$ cat config.mk
export PLATFORM = sky130hd
export DESIGN_NAME = tjoin_flat
export DESIGN_NICKNAME = d
export VERILOG_FILES = /design/src/rtl/tjoin_pkg.sv /design/src/rtl/tjoin_if.sv /design/src/rtl/tjoin_lane_chk.sv /design/src/rtl/tjoin.sv /design/src/flat_wrapper.sv
export SDC_FILE = /design/constraint.sdc
export NUM_CORES = 1
export LEC_CHECK = 0
export ABC_AREA = 1
export CORE_MARGIN = 2
export CORE_UTILIZATION = 49
export CTS_BUF_LIST = sky130_fd_sc_hd__clkbuf_4 sky130_fd_sc_hd__clkbuf_8 sky130_fd_sc_hd__clkbuf_16
export CTS_CLUSTER_DIAMETER = 50
export CTS_CLUSTER_SIZE = 24
export DETAILED_ROUTE_END_ITERATION = 8
export PLACE_DENSITY = 0.81
export SYNTH_ARGS = -nofsm -noshare
export SYNTH_HDL_FRONTEND = slang
export SYNTH_SLANG_ARGS = --single-unit
$ cat constraint.sdc
create_clock -name clk -period 5 [get_ports clk]
set_clock_uncertainty 0.1 [all_clocks]
set_input_delay 1 -clock clk [delete_from_list [all_inputs] [get_ports clk]]
set_output_delay 1 -clock clk [all_outputs]
set_load 0.1 [all_outputs]
$ cat src/rtl/tjoin_pkg.sv
// rtl/tjoin_pkg.sv - shared constants, lane-info type and lane-mask helper for tjoin/tbreak
// Purpose: common definitions imported by tjoin, tjoin_lane_chk and the tbreak benches.
// Ports: none (package).
package tjoin_pkg;

  localparam int TJ_WORD_BYTES     = 8;
  localparam int TJ_LANE_W         = 3;
  localparam int TJ_CNT_W          = 13;
  localparam int TJ_PKT_BYTES_DFLT = 4096;

  typedef logic [TJ_WORD_BYTES-1:0] tj_be_t;

  // Decoded byte-enable: lowest/highest set lane, set-lane count, and
  // whether the enables form one non-empty contiguous run.
  typedef struct packed {
    logic [TJ_LANE_W-1:0] lo;
    logic [TJ_LANE_W-1:0] hi;
    logic [TJ_LANE_W:0]   n;
    logic                 contig;
  } tj_lane_info_t;

  // Contiguous lane mask covering lanes lo..hi inclusive.
  function automatic tj_be_t mask(input logic [TJ_LANE_W-1:0] lo,
                                  input logic [TJ_LANE_W-1:0] hi);
    tj_be_t m;
    m = '0;
    for (int i = 0; i < TJ_WORD_BYTES; i++) begin
      m[i] = (i >= int'(lo)) && (i <= int'(hi));
    end
    return m;
  endfunction

endpackage

$ cat src/rtl/tjoin_if.sv
// rtl/tjoin_if.sv - input/output FIFO bundle between tjoin and its FIFOs
// Purpose: groups the show-ahead input FIFO read side and the output FIFO write side.
// Signals: in_fifo_rd_data/in_fifo_rd_be/in_fifo_ne/in_fifo_re (input FIFO),
//          out_fifo_wr_data/out_fifo_we/out_fifo_full (output FIFO).
// Modports: slave = tjoin side, master = FIFO/bench side.
interface tjoin_if;

  logic [63:0] in_fifo_rd_data;
  logic [7:0]  in_fifo_rd_be;
  logic        in_fifo_ne;
  logic        in_fifo_re;
  logic [63:0] out_fifo_wr_data;
  logic        out_fifo_we;
  logic        out_fifo_full;

  modport slave (
    input  in_fifo_rd_data, in_fifo_rd_be, in_fifo_ne, out_fifo_full,
    output in_fifo_re, out_fifo_wr_data, out_fifo_we
  );

  modport master (
    output in_fifo_rd_data, in_fifo_rd_be, in_fifo_ne, out_fifo_full,
    input  in_fifo_re, out_fifo_wr_data, out_fifo_we
  );

endinterface

$ cat src/rtl/tjoin_lane_chk.sv
// rtl/tjoin_lane_chk.sv - combinational byte-enable decoder
// Purpose: decodes one byte-enable word into lowest lane, highest lane,
//          popcount and contiguity.
// Ports: be_i   in  8          byte enables
//        info_o out lane info  {lo, hi, n, contig}
module tjoin_lane_chk
  import tjoin_pkg::*;
(
  input  tj_be_t        be_i,
  output tj_lane_info_t info_o
);

  logic [TJ_LANE_W-1:0] lo;
  logic [TJ_LANE_W-1:0] hi;
  logic [TJ_LANE_W:0]   n;

  always_comb begin
    lo = '0;
    hi = '0;
    n  = '0;
    // Descending scan leaves the lowest set lane in lo; ascending leaves the highest in hi.
    for (int i = TJ_WORD_BYTES - 1; i >= 0; i--) begin
      if (be_i[i]) lo = TJ_LANE_W'(i);
    end
    for (int i = 0; i < TJ_WORD_BYTES; i++) begin
      if (be_i[i]) hi = TJ_LANE_W'(i);
      n = n + (TJ_LANE_W+1)'(be_i[i]);
    end
  end

  assign info_o.lo     = lo;
  assign info_o.hi     = hi;
  assign info_o.n      = n;
  assign info_o.contig = (be_i != '0) && (be_i == mask(lo, hi));

endmodule

$ cat src/rtl/tjoin.sv
// rtl/tjoin.sv - lane joiner: merges byte-enabled segment words into dense 64-bit words
// Purpose: pops segment words, accumulates lanes in order, writes each completed
//          word to the output FIFO, pulses pkt_done per PKT_BYTES packet, flags
//          lane-sequence violations.
// Ports: clk, reset_l (sync active-low); bus (tjoin_if.slave: input/output FIFO);
//        pkt_done (pulse with the packet's last write); err (sticky);
//        in_word_cnt/out_word_cnt (32-bit stats).
// Config: TJOIN_STATS_EN enables the word counters; otherwise they read 0.
module tjoin
  import tjoin_pkg::*;
#(
  parameter int PKT_BYTES = TJ_PKT_BYTES_DFLT
) (
  input  logic        clk,
  input  logic        reset_l,
  tjoin_if.slave      bus,
  output logic        pkt_done,
  output logic        err,
  output logic [31:0] in_word_cnt,
  output logic [31:0] out_word_cnt
);

  localparam logic [TJ_CNT_W-1:0] PKT_CNT = TJ_CNT_W'(PKT_BYTES);

  logic [63:0]          acc_q;
  tj_be_t               acc_be_q;
  logic [TJ_LANE_W-1:0] exp_lane_q;
  logic [TJ_CNT_W-1:0]  byte_cnt_q;
  logic [63:0]          wr_data_q;
  logic                 we_q;
  logic                 done_q;
  logic                 err_q;

  tj_be_t               be;
  tj_lane_info_t        li;
  logic                 pop;
  logic                 legal;
  logic                 complete;
  logic                 last;
  logic [TJ_CNT_W-1:0]  cnt_sum;
  logic [63:0]          merged;

  assign be = bus.in_fifo_rd_be;

  tjoin_lane_chk u_lane_chk (
    .be_i   (be),
    .info_o (li)
  );

  // Popping is suppressed in reset so no word is lost while the block is held.
  assign pop      = reset_l & bus.in_fifo_ne & ~bus.out_fifo_full;
  assign legal    = pop & li.contig & (li.lo == exp_lane_q);
  assign complete = legal & (li.hi == TJ_LANE_W'(TJ_WORD_BYTES - 1));
  assign cnt_sum  = byte_cnt_q + TJ_CNT_W'(li.n);
  assign last     = cnt_sum == PKT_CNT;

  // Lanes never filled since the last write read as zero rather than stale data.
  always_comb begin
    merged = '0;
    for (int i = 0; i < TJ_WORD_BYTES; i++) begin
      if (be[i])            merged[8*i +: 8] = bus.in_fifo_rd_data[8*i +: 8];
      else if (acc_be_q[i]) merged[8*i +: 8] = acc_q[8*i +: 8];
    end
  end

  always_ff @(posedge clk) begin
    if (!reset_l) begin
      acc_q      <= '0;
      acc_be_q   <= '0;
      exp_lane_q <= '0;
      byte_cnt_q <= '0;
      wr_data_q  <= '0;
      we_q       <= 1'b0;
      done_q     <= 1'b0;
      err_q      <= 1'b0;
    end else begin
      we_q   <= complete;
      done_q <= complete & last;
      if (pop && !legal) err_q <= 1'b1;
      if (legal) begin
        acc_q      <= merged;
        byte_cnt_q <= last ? '0 : cnt_sum;
        if (complete) begin
          acc_be_q   <= '0;
          exp_lane_q <= '0;
          wr_data_q  <= merged;
        end else begin
          acc_be_q   <= acc_be_q | be;
          exp_lane_q <= li.hi + TJ_LANE_W'(1);
        end
      end
    end
  end

  assign bus.in_fifo_re       = pop;
  assign bus.out_fifo_wr_data = wr_data_q;
  assign bus.out_fifo_we      = we_q;
  assign pkt_done             = done_q;
  assign err                  = err_q;

`ifdef TJOIN_STATS_EN
  logic [31:0] in_cnt_q;
  logic [31:0] out_cnt_q;

  always_ff @(posedge clk) begin
    if (!reset_l) begin
      in_cnt_q  <= '0;
      out_cnt_q <= '0;
    end else begin
      if (pop)  in_cnt_q  <= in_cnt_q + 32'd1;
      if (we_q) out_cnt_q <= out_cnt_q + 32'd1;
    end
  end

  assign in_word_cnt  = in_cnt_q;
  assign out_word_cnt = out_cnt_q;
`else
  assign in_word_cnt  = 32'd0;
  assign out_word_cnt = 32'd0;
`endif

endmodule

$ cat src/flat_wrapper.sv
// flat-port wrapper written by rule: the top's interface ports become plain ports
module tjoin_flat import tjoin_pkg::*;
#(
  parameter int PKT_BYTES = TJ_PKT_BYTES_DFLT
)
  (clk, reset_l, pkt_done, err, in_word_cnt, out_word_cnt, bus_in_fifo_rd_data, bus_in_fifo_rd_be, bus_in_fifo_ne, bus_out_fifo_full, bus_in_fifo_re, bus_out_fifo_wr_data, bus_out_fifo_we);
  tjoin_if bus_i ();
  input  logic clk;
  input  logic reset_l;
  output logic pkt_done;
  output logic err;
  output logic [31:0] in_word_cnt;
  output logic [31:0] out_word_cnt;
  input wire logic [$bits(bus_i.in_fifo_rd_data)-1:0] bus_in_fifo_rd_data;
  input wire logic [$bits(bus_i.in_fifo_rd_be)-1:0] bus_in_fifo_rd_be;
  input wire logic [$bits(bus_i.in_fifo_ne)-1:0] bus_in_fifo_ne;
  input wire logic [$bits(bus_i.out_fifo_full)-1:0] bus_out_fifo_full;
  output wire logic [$bits(bus_i.in_fifo_re)-1:0] bus_in_fifo_re;
  output wire logic [$bits(bus_i.out_fifo_wr_data)-1:0] bus_out_fifo_wr_data;
  output wire logic [$bits(bus_i.out_fifo_we)-1:0] bus_out_fifo_we;
  assign bus_i.in_fifo_rd_data = bus_in_fifo_rd_data;
  assign bus_i.in_fifo_rd_be = bus_in_fifo_rd_be;
  assign bus_i.in_fifo_ne = bus_in_fifo_ne;
  assign bus_i.out_fifo_full = bus_out_fifo_full;
  assign bus_in_fifo_re = bus_i.in_fifo_re;
  assign bus_out_fifo_wr_data = bus_i.out_fifo_wr_data;
  assign bus_out_fifo_we = bus_i.out_fifo_we;
  tjoin #(.PKT_BYTES(PKT_BYTES)) u_core (.clk(clk), .reset_l(reset_l), .bus(bus_i), .pkt_done(pkt_done), .err(err), .in_word_cnt(in_word_cnt), .out_word_cnt(out_word_cnt));
endmodule
==> metrics <==
result of the run=complete, no violations; number of buffers created by CTS=17; Final Hold Fails=0; M2 GR Usage=34.83%; routability-driven placement congestion ratio=0.9268; share of post-route cells with drive strength above 1=6.575%; number of DRC markers in iteration 0=483; diode insertion count for antenna repair=0; H-tree depth=4; area of the die=17,030 sq um; HPWL reported at the end of detailed placement=12.72 mm; crit path launch type=input pin; total via count in the routed design=7,202; clock net sink count=155; wire length of the first global-routing pass=30.62 mm; post-synth top area cell=dfxtp_1; cell with the most instances after synthesis=nand2_1; minimum period implied by the final worst setup slack=4.736 ns; relative max-transition margin=32.83%; Clock Latency Late Sink=0.42 ns; final net count=1,310; WL per Instance=12.76 um; Max rail drop VDD=250.5 uV; data required time at the worst endpoint=5.20 ns; Vias/cell=4.974; leftover overflow at the end of global routing=0; sequential cell area fraction in the yosys report=39.58%; Async SR Flop Fraction=0%; FMAX=211.1 MHz; crit path max fanout=6; met1 routing resource usage after global routing=29.83%; die boundary width=130.5 um; Root Buffer Master=clkbuf_16; power density over the cells=316.0 nW/um^2; number of max-cap violations=0; number of enable flip-flop cells after synthesis=0; met3 global-route usage=5.904%; Pleak=3.994 nW; Row Count=46; Arrival @ worst endpoint=4.94 ns; clock-pin slew on the worst setup and hold paths=0.06 ns; First-pass DRT Iterations=5; Synth Instances=1,101; Chip Height=130.5 um; most numerous cell types in the synthesized netlist=227 x nand2_1, 171 x nor2_1, 160 x nand3_1; starting utilization of the core area=49.71%; synthesized flop and latch total=155; maximum number of pins on one net before global-route repair=87; final routed wirelength across all metal layers=18.48 mm; category of the critical setup timing path=in2reg; ANT nets after route=0; unrepaired setup endpoints after global routing=no; area share of the largest cell type after synthesis=39.58%; number of warnings issued by yosys=0; Synth Flop Type=dfxtp_1; layout-stage area growth over the synthesis result=25.00%; number of primary I/O pins=208; global-route usage over all layers=22.26%; number of pins exceeding their max-slew limit in the final report=0; total negative slack=0 ns; top post-synthesis cells by area=dfxtp_1 40%, nand2_1 11%, nand3_1 10%; Mapped Avg Cell Area=7.120 sq um; worst slack on hold paths=0.3720 ns; number of library cell types mapped by synthesis=30; number of cells traversed by the worst register-to-register path=16; Hold Path Stages=2; crit path capture type=flip-flop; Worst Tran Pin Value=1.004 ns; number of antenna violations at the first check in global routing=0; floorplan core area=15,770 sq um; combined area of all synthesized cells=7839 sq um; TritonCTS clock tree=built; maximum number of buffers from clock root to sink=2; most used routing layer=met2; Final period util=94.73%; # setup viols final=0; via count of the first global-routing pass=6,581; input/output buffers=143; DRC violations left=0; type of the tightest min-delay check=reg2reg; Post-CTS Setup Inserts=0
## logic make-up (layout without fill, tap and decap cells)
| kind of cell | Yosys count | in the layout | synth area share (%) |
|---|---|---|---|
| AND/OR/NAND/NOR | 585 | 585 | 31.81 |
| buffers and inverters | 187 | 255 | 13.38 |
| flip-flops | 155 | 155 | 39.59 |
| AO/OA/AOI/OAI | 154 | 154 | 11.91 |
| adder cells (fa/ha/maj) | 14 | 14 | 2.714 |
| XOR/XNOR | 5 | 5 | 0.5586 |
| other | 1 | 64 | 0.04784 |
## state kept, by name (all words and copies together) (netlist names)
signal	cells
u_core.err	1
u_core.exp_lane_q	3
u_core.acc_q	64
u_core.bus.out_fifo_we	1
u_core.byte_cnt_q	13
u_core.acc_be_q	8
u_core.bus.out_fifo_wr_data	64
u_core.pkt_done	1
## routing by layer
metal | wire, um | up-vias | share of wire, %
met1 | 8568 | 3294 | 46
li1 | - | 3677 | -
met3 | 1217 | 25 | 6.6
met2 | 8371 | 206 | 45
met4 | 321 | 0 | 1.7
met5 | 0 | - | 0
## worst max-delay path: stages
cell	delay, ns
clkdlybuf4s50_1	0.43
fa_1	0.51
inv_1	0.06
fa_1	0.45
fa_1	0.49
inv_1	0.05
fa_2	0.35
fa_1	0.45
or2_2	0.29
nor2_1	0.10
nand3_1	0.09
nor2_1	0.10
nand3_1	0.07
nor2_1	0.09
nand3_1	0.09
buf_4	0.18
nand4_1	0.09
a21oi_1	0.07
## cells in the final DEF, fill, tap and decap left out, types with 2 or more instances in the layout
cell / count
nand3_1: 160
clkdlybuf4s50_1: 139
clkbuf_8: 2
nor2_1: 171
buf_4: 28
conb_1: 64
clkbuf_16: 17
bufinv_16: 4
nor3_1: 2
clkinv_4: 2
nand2_2: 3
nand3_2: 2
clkinvlp_4: 4
inv_1: 45
ha_1: 9
nor2_4: 4
inv_2: 7
a21boi_0: 64
xor2_1: 4
dlymetal6s2s_1: 2
dfxtp_1: 155
o21ai_0: 3
o21ai_1: 67
a21oi_1: 19
nand2_1: 227
nand4_1: 12
fa_1: 4
## what timing repair did
item,in CTS,in global routing
setup endpoints to repair,0,7
hold buffers,0,0
resized for setup,0,3
## final cells by class
class | instances | area [sq um]
clock inverter | 12 | 187.7
multi-input combinational | 822 | 3934
fill | 1451 | 5972
clock buffer | 19 | 452.9
tap | 216 | 270.3
sequential | 155 | 3103
timing repair buffer | 170 | 1647
inverter | 54 | 203.9
## through the flow
| step | utilization (%) | total power [mW] | instances | cell area, sq um | worst slack [ns] |
|---|---|---|---|---|---|
| final | 62.13 | 3.097 | 1448 | 9798 | 0.2637 |
| after global routing | 62.13 | 3.209 | 1448 | 9798 | 0.05455 |
| after CTS | 62.08 | 3.114 | 1448 | 9791 | 0.1559 |
| after global placement | 58.02 | 1.725 | 1417 | 9150 | -0.2677 |
| after floorplan | - | 1.652 | 1164 | 8075 | 0.3587 |
| after detailed placement | 58.02 | 1.726 | 1417 | 9150 | -0.2894 |
## path summary, 6_finish.rpt
path              slack, ns                    end                 start
hold / removal         0.37   u_core.byte_cnt_q[0]  u_core.byte_cnt_q[0]
setup / recovery       0.26  u_core.byte_cnt_q[12]  bus_in_fifo_rd_be[0]
setup reg to reg       1.43  u_core.byte_cnt_q[12]  u_core.byte_cnt_q[0]
hold reg to reg        0.37   u_core.byte_cnt_q[0]  u_core.byte_cnt_q[0]
## power by group
group,leakage [nW],internal [mW],switching [mW]
clock,0.300,0.865,0.530
combinational,2.45,0.111,0.350
sequential,1.25,1.24,0.00181
total,3.99,2.21,0.882
No activity file was read; power rests on OpenSTA's default activity.
